## config.mk

```make
export PLATFORM = sky130hd
export DESIGN_NAME = exe_stage
export DESIGN_NICKNAME = d
export VERILOG_FILES = /design/src/rtl/exe_stage.sv
export SDC_FILE = /design/constraint.sdc
export NUM_CORES = 1
export LEC_CHECK = 0
export CAP_MARGIN = 40
export CORE_MARGIN = 8
export CORE_UTILIZATION = 45
export CTS_CLUSTER_DIAMETER = 40
export DETAILED_ROUTE_END_ITERATION = 10
export PLACE_DENSITY = 0.71
export SLEW_MARGIN = 20
export SYNTH_ARGS = -nofsm -noshare
export SYNTH_HDL_FRONTEND = slang
export SYNTH_SLANG_ARGS = --single-unit
```

## constraint.sdc

```tcl
create_clock -name clk -period 5.6 [get_ports clk]
set_input_delay 0.84 -clock clk [delete_from_list [all_inputs] [get_ports clk]]
set_output_delay 0.84 -clock clk [all_outputs]
set_load 0.01 [all_outputs]
```

## src/rtl/exe_stage.sv

```systemverilog
// EXE stage of the LA32R 5-stage pipeline.
// Latches the ID bundle on the ID->EXE handshake, computes the 12-op ALU
// result, issues the data SRAM request in the hand-off cycle to MEM and
// returns forwarding / load-use stall information to ID.
// Optional build macro EXE_PERF_CNT_EN adds three 32-bit event counters.
module exe_stage #(
  parameter logic [31:0] RESET_PC = 32'h1bfffffc
) (
  input  logic        clk,
  input  logic        reset,
  input  logic        ds_to_es_valid,
  input  logic [31:0] ds_pc,
  input  logic [31:0] ds_alu_src1,
  input  logic [31:0] ds_alu_src2,
  input  logic [11:0] ds_alu_op,
  input  logic        ds_sram_en,
  input  logic [3:0]  ds_sram_we,
  input  logic [31:0] ds_sram_wdata,
  input  logic [3:0]  ds_rf_we,
  input  logic [4:0]  ds_rf_waddr,
  input  logic [4:0]  ds_rf_raddr1,
  input  logic [4:0]  ds_rf_raddr2,
  input  logic        ms_allow_in,
  output logic        es_allow_in,
  output logic        es_to_ms_valid,
  output logic [31:0] es_pc,
  output logic        es_res_from_mem,
  output logic [3:0]  es_rf_we,
  output logic [4:0]  es_rf_waddr,
  output logic [31:0] es_rf_wdata,
  output logic        data_sram_en,
  output logic [3:0]  data_sram_we,
  output logic [31:0] data_sram_addr,
  output logic [31:0] data_sram_wdata,
  output logic        ld_use_stall
`ifdef EXE_PERF_CNT_EN
  ,
  output logic [31:0] es_inst_cnt,
  output logic [31:0] es_bp_cnt,
  output logic [31:0] es_lu_cnt
`endif
);

  logic        es_valid;
  logic        es_ready_go;
  logic [31:0] es_alu_src1;
  logic [31:0] es_alu_src2;
  logic [11:0] es_alu_op;
  logic [3:0]  es_sram_we;
  logic [3:0]  es_rf_we_reg;
  logic [31:0] alu_result;
  logic        handoff;

  assign es_ready_go    = 1'b1;
  assign es_allow_in    = !es_valid || (es_ready_go && ms_allow_in);
  assign es_to_ms_valid = es_valid && es_ready_go;
  assign handoff        = es_valid && ms_allow_in;

  // Stage valid: follows ID whenever EXE can accept, holds otherwise
  always_ff @(posedge clk) begin
    if (reset) begin
      es_valid <= 1'b0;
    end else if (es_allow_in) begin
      es_valid <= ds_to_es_valid;
    end
  end

  // Bundle latch: loads only on an accepted transfer, stable under backpressure
  always_ff @(posedge clk) begin
    if (reset) begin
      es_pc           <= RESET_PC;
      es_alu_src1     <= '0;
      es_alu_src2     <= '0;
      es_alu_op       <= '0;
      es_res_from_mem <= 1'b0;
      es_sram_we      <= '0;
      data_sram_wdata <= '0;
      es_rf_we_reg    <= '0;
      es_rf_waddr     <= '0;
    end else if (ds_to_es_valid && es_allow_in) begin
      es_pc           <= ds_pc;
      es_alu_src1     <= ds_alu_src1;
      es_alu_src2     <= ds_alu_src2;
      es_alu_op       <= ds_alu_op;
      es_res_from_mem <= ds_sram_en;
      es_sram_we      <= ds_sram_we;
      data_sram_wdata <= ds_sram_wdata;
      es_rf_we_reg    <= ds_rf_we;
      es_rf_waddr     <= ds_rf_waddr;
    end
  end

  // ALU: priority chain so the lowest set op bit wins on a non-one-hot vector
  always_comb begin
    alu_result = '0;
    if (es_alu_op[0])       alu_result = es_alu_src1 + es_alu_src2;
    else if (es_alu_op[1])  alu_result = es_alu_src1 - es_alu_src2;
    else if (es_alu_op[2])  alu_result = {31'b0, $signed(es_alu_src1) < $signed(es_alu_src2)};
    else if (es_alu_op[3])  alu_result = {31'b0, es_alu_src1 < es_alu_src2};
    else if (es_alu_op[4])  alu_result = es_alu_src1 & es_alu_src2;
    else if (es_alu_op[5])  alu_result = ~(es_alu_src1 | es_alu_src2);
    else if (es_alu_op[6])  alu_result = es_alu_src1 | es_alu_src2;
    else if (es_alu_op[7])  alu_result = es_alu_src1 ^ es_alu_src2;
    else if (es_alu_op[8])  alu_result = es_alu_src1 << es_alu_src2[4:0];
    else if (es_alu_op[9])  alu_result = es_alu_src1 >> es_alu_src2[4:0];
    else if (es_alu_op[10]) alu_result = $signed(es_alu_src1) >>> es_alu_src2[4:0];
    else if (es_alu_op[11]) alu_result = es_alu_src2;
  end

  // Forwarding: loads are never forwarded since their data is not ready yet
  assign es_rf_we    = es_rf_we_reg & {4{es_valid && !es_res_from_mem}};
  assign es_rf_wdata = alu_result;

  // Load-use hazard against either source of the instruction in ID
  assign ld_use_stall = es_valid && es_res_from_mem && (|es_rf_we_reg) &&
                        (es_rf_waddr != 5'd0) &&
                        ((es_rf_waddr == ds_rf_raddr1) || (es_rf_waddr == ds_rf_raddr2));

  // SRAM request only in the hand-off cycle so it is issued exactly once
  assign data_sram_en   = handoff && (es_res_from_mem || (|es_sram_we));
  assign data_sram_we   = es_sram_we & {4{handoff}};
  assign data_sram_addr = alu_result;

`ifdef EXE_PERF_CNT_EN
  // Event counters: hand-offs, backpressure cycles, load-use stall cycles
  always_ff @(posedge clk) begin
    if (reset) begin
      es_inst_cnt <= '0;
      es_bp_cnt   <= '0;
      es_lu_cnt   <= '0;
    end else begin
      if (es_to_ms_valid && ms_allow_in) es_inst_cnt <= es_inst_cnt + 32'd1;
      if (es_valid && !ms_allow_in)      es_bp_cnt   <= es_bp_cnt + 32'd1;
      if (ld_use_stall)                  es_lu_cnt   <= es_lu_cnt + 32'd1;
    end
  end
`endif

endmodule

```

==> flow_summary.ini <==
[timing]
finalCritPeriodShare = 0.972
fmax_ghz = 0.184
worstMarginPinSlew_ns = 0.800
layout_setup_ws_ns = 0.154
relSlewSlack = 0.461
post-route-min-period_ns = 5.45
rsz0062_at_grt = false
finalHoldViolCount = 0
slew_viol_final = 0
tns_ns = 0
setup_viol = 0
skew_ns = 0.0169

[die]
dieArea_mm2 = 0.0410
core_mm2 = 0.0344
die_h_um = 202
fp-row-count = 68
die-width_um = 202
initial_core_util = 0.455
top_level_ports = 314

[yosys]
synth_top_family_by_area = compound AO/OA/AOI/OAI gates
synthDistinctLibCells = 80
postSynthCellCount = 2147
synth_edf_count = 0
synth_fa_ha_area_frac = 0.0801
async_reset_ff_frac = 0
ys_seq_elements = 155
yosys.area_share.simple = 0.215
synth.net_count = 2414
syn_area_per_cell_um2 = 7.29
synth-main-ff-cell = dfxtp_1
synth_xor_area_frac = 0.0347
syn-cell-area_mm2 = 0.0156
synthMuxAreaShare = 0.133
yosysWarnings = 0
synth-compound-area-share = 0.251
seq_area_frac_synth = 0.198

[routing]
via_count = 18033
viasPerCell = 6.37
drt_wl_total_um = 77600
wl_per_cell_um = 27.4
drt_pre_antenna_iters = 6
initialDrtViolationCount = 2213
drc = 0
ant_nets = 0

[layout]
regArea_mm2 = 0.00311
final_common_cell = nand2_1
utilization = 0.574
syn_to_final_growth_pct = 26.2
fillerInstances = 3272
final_cell_mix = 437 x nand2_1, 312 x clkdlybuf4s50_1, 250 x a21oi_1, 178 x nor2_1, 150 x dfxtp_1
drive_above_1_share = 0.0961
fin_nets = 2627
stdcell_count = 2830
multi_input_area_mm2 = 0.0112

[placement]
place_congestion = 1.11
dp_cells = 2795
pre_cts_ws_ns = 0.699
place.port_buffers = 313
hpwl_um = 59900

[setup_path]
end_kind = output pin
cp_data_arrival_time_ns = 4.61
critPathLaunchType = flop
crit_top_cell = a21oi_1
crit_chain = inv_1 > ha_1 > a21oi_1 > o21bai_1 > a2111oi_1 > buf_4 > nand2_1 > a21oi_1 > o311ai_0 > a221o_1 > xnor2_1 > a22oi_1 > clkdlybuf4s50_1
critPathKind = reg -> out
crit_path_top_delay_cell = a2111oi_1
critPathRequiredTime_ns = 4.76
critPathMaxStageDelay_ns = 0.67
critPathMaxFanout = 8

[global_route]
grt-ovfl-total = 0
antenna_found_initial = 6
grt_pass1_vias = 17599
grt_pass1_wl_um = 114000
track_usage = 0.367
grt_max_degree = 82

[clock_network]
cts_buffers = 17
cts_buffer_depth = 2
clkLatencyLatePin_ns = 0.47
postCtsHoldBufs = 0
cts_setup_buffers = 0
h-tree-depth = 4
post_cts_resized = 0
cts_tree = yes
ctsRootBufferMaster = clkbuf_16
clkSinkCount = 155
clkTransAtPathRegs_ns = 0.06

[run]
maxCapViolCount = 0

[hold_path]
hp-class = reg -> reg

[pwr]
p_per_area_mw_per_mm2 = 225
vdd_ir_drop_max_mv = 0.224
power.leakage_nw = 7.56
power_mw = 4.44

[outcome]
status = finished clean
[critical path, delay by kind of cell, from the launching register on]
family,cells,cell delay (ns)
flip-flops,1,0.47
buffers and inverters,3,0.94
AND/OR/NAND/NOR,1,0.07
AO/OA/AOI/OAI,7,2.12
XOR/XNOR,1,0.14
adder cells (fa/ha/maj),1,0.42
[power breakdown]
group          internal [mW]  switching [mW]
Clock                  0.700           0.544
Combinational          0.846            1.09
Sequential              1.17          0.0876
Total                   2.72            1.72
[synth_stat cells, types with 19 or more instances]
master / instances / area [µm²]
nand2b_1: 19 / 119
o21ai_0: 95 / 475
nand2_1: 438 / 1640
ha_1: 97 / 1210
inv_1: 97 / 364
dfxtp_1: 155 / 3100
a211oi_1: 24 / 180
mux2i_1: 29 / 290
clkbuf_1: 133 / 499
nor3_1: 29 / 145
xnor2_1: 50 / 438
a21oi_1: 250 / 1250
nor2_1: 178 / 668
nand3b_1: 28 / 210
nand3_1: 28 / 140
mux4_2: 63 / 1420
buf_2: 19 / 95.1
o211ai_1: 26 / 195
buf_4: 35 / 263
[final cells by class]
cell class                 count  area share
timing repair buffer         404       0.196
antenna                        2    0.000254
clock inverter                11     0.00685
inverter                     102      0.0194
multi-input combinational   1680       0.567
tap                          455      0.0288
clock buffer                  21      0.0238
sequential                   155       0.158
[path summary, 6_finish.rpt]
check	from	to	slack [ns]	cells past startpoint
setup / recovery	es_alu_src2[8]	es_rf_wdata[31]	0.15	13
hold / removal	es_pc[1]	es_pc[1]	0.46	2
setup reg to reg	es_to_ms_valid	es_alu_src2[5]	3.20	5
hold reg to reg	es_pc[1]	es_pc[1]	0.46	2
[per-layer routing]
layer	part of all wire	wire length [µm]	GRT usage
met5	0.00035	27	0
met4	0.069	5340	0.216
met3	0.14	10500	0.141
met2	0.43	33400	0.556
met1	0.37	28400	0.436
[per-stage QoR]
| step | hold slack [ns] | area [µm²] |
|---|---|---|
| after floorplan | 0.439 | 15600 |
| after global placement | 0.441 | 19000 |
| after detailed placement | 0.447 | 19100 |
| after CTS | 0.457 | 19700 |
| after global routing | 0.473 | 19700 |
| final | 0.457 | 19700 |
[cell families (layout without fill, tap and decap cells)]
family                   Yosys count  after routing
XOR/XNOR                          62             62
flip-flops                       155            155
adder cells (fa/ha/maj)           99             99
multiplexers                     114            114
other                              0              2
buffers and inverters            312            538
AND/OR/NAND/NOR                  788            788
AO/OA/AOI/OAI                    617            617
Power figures use the tool's default switching activity.
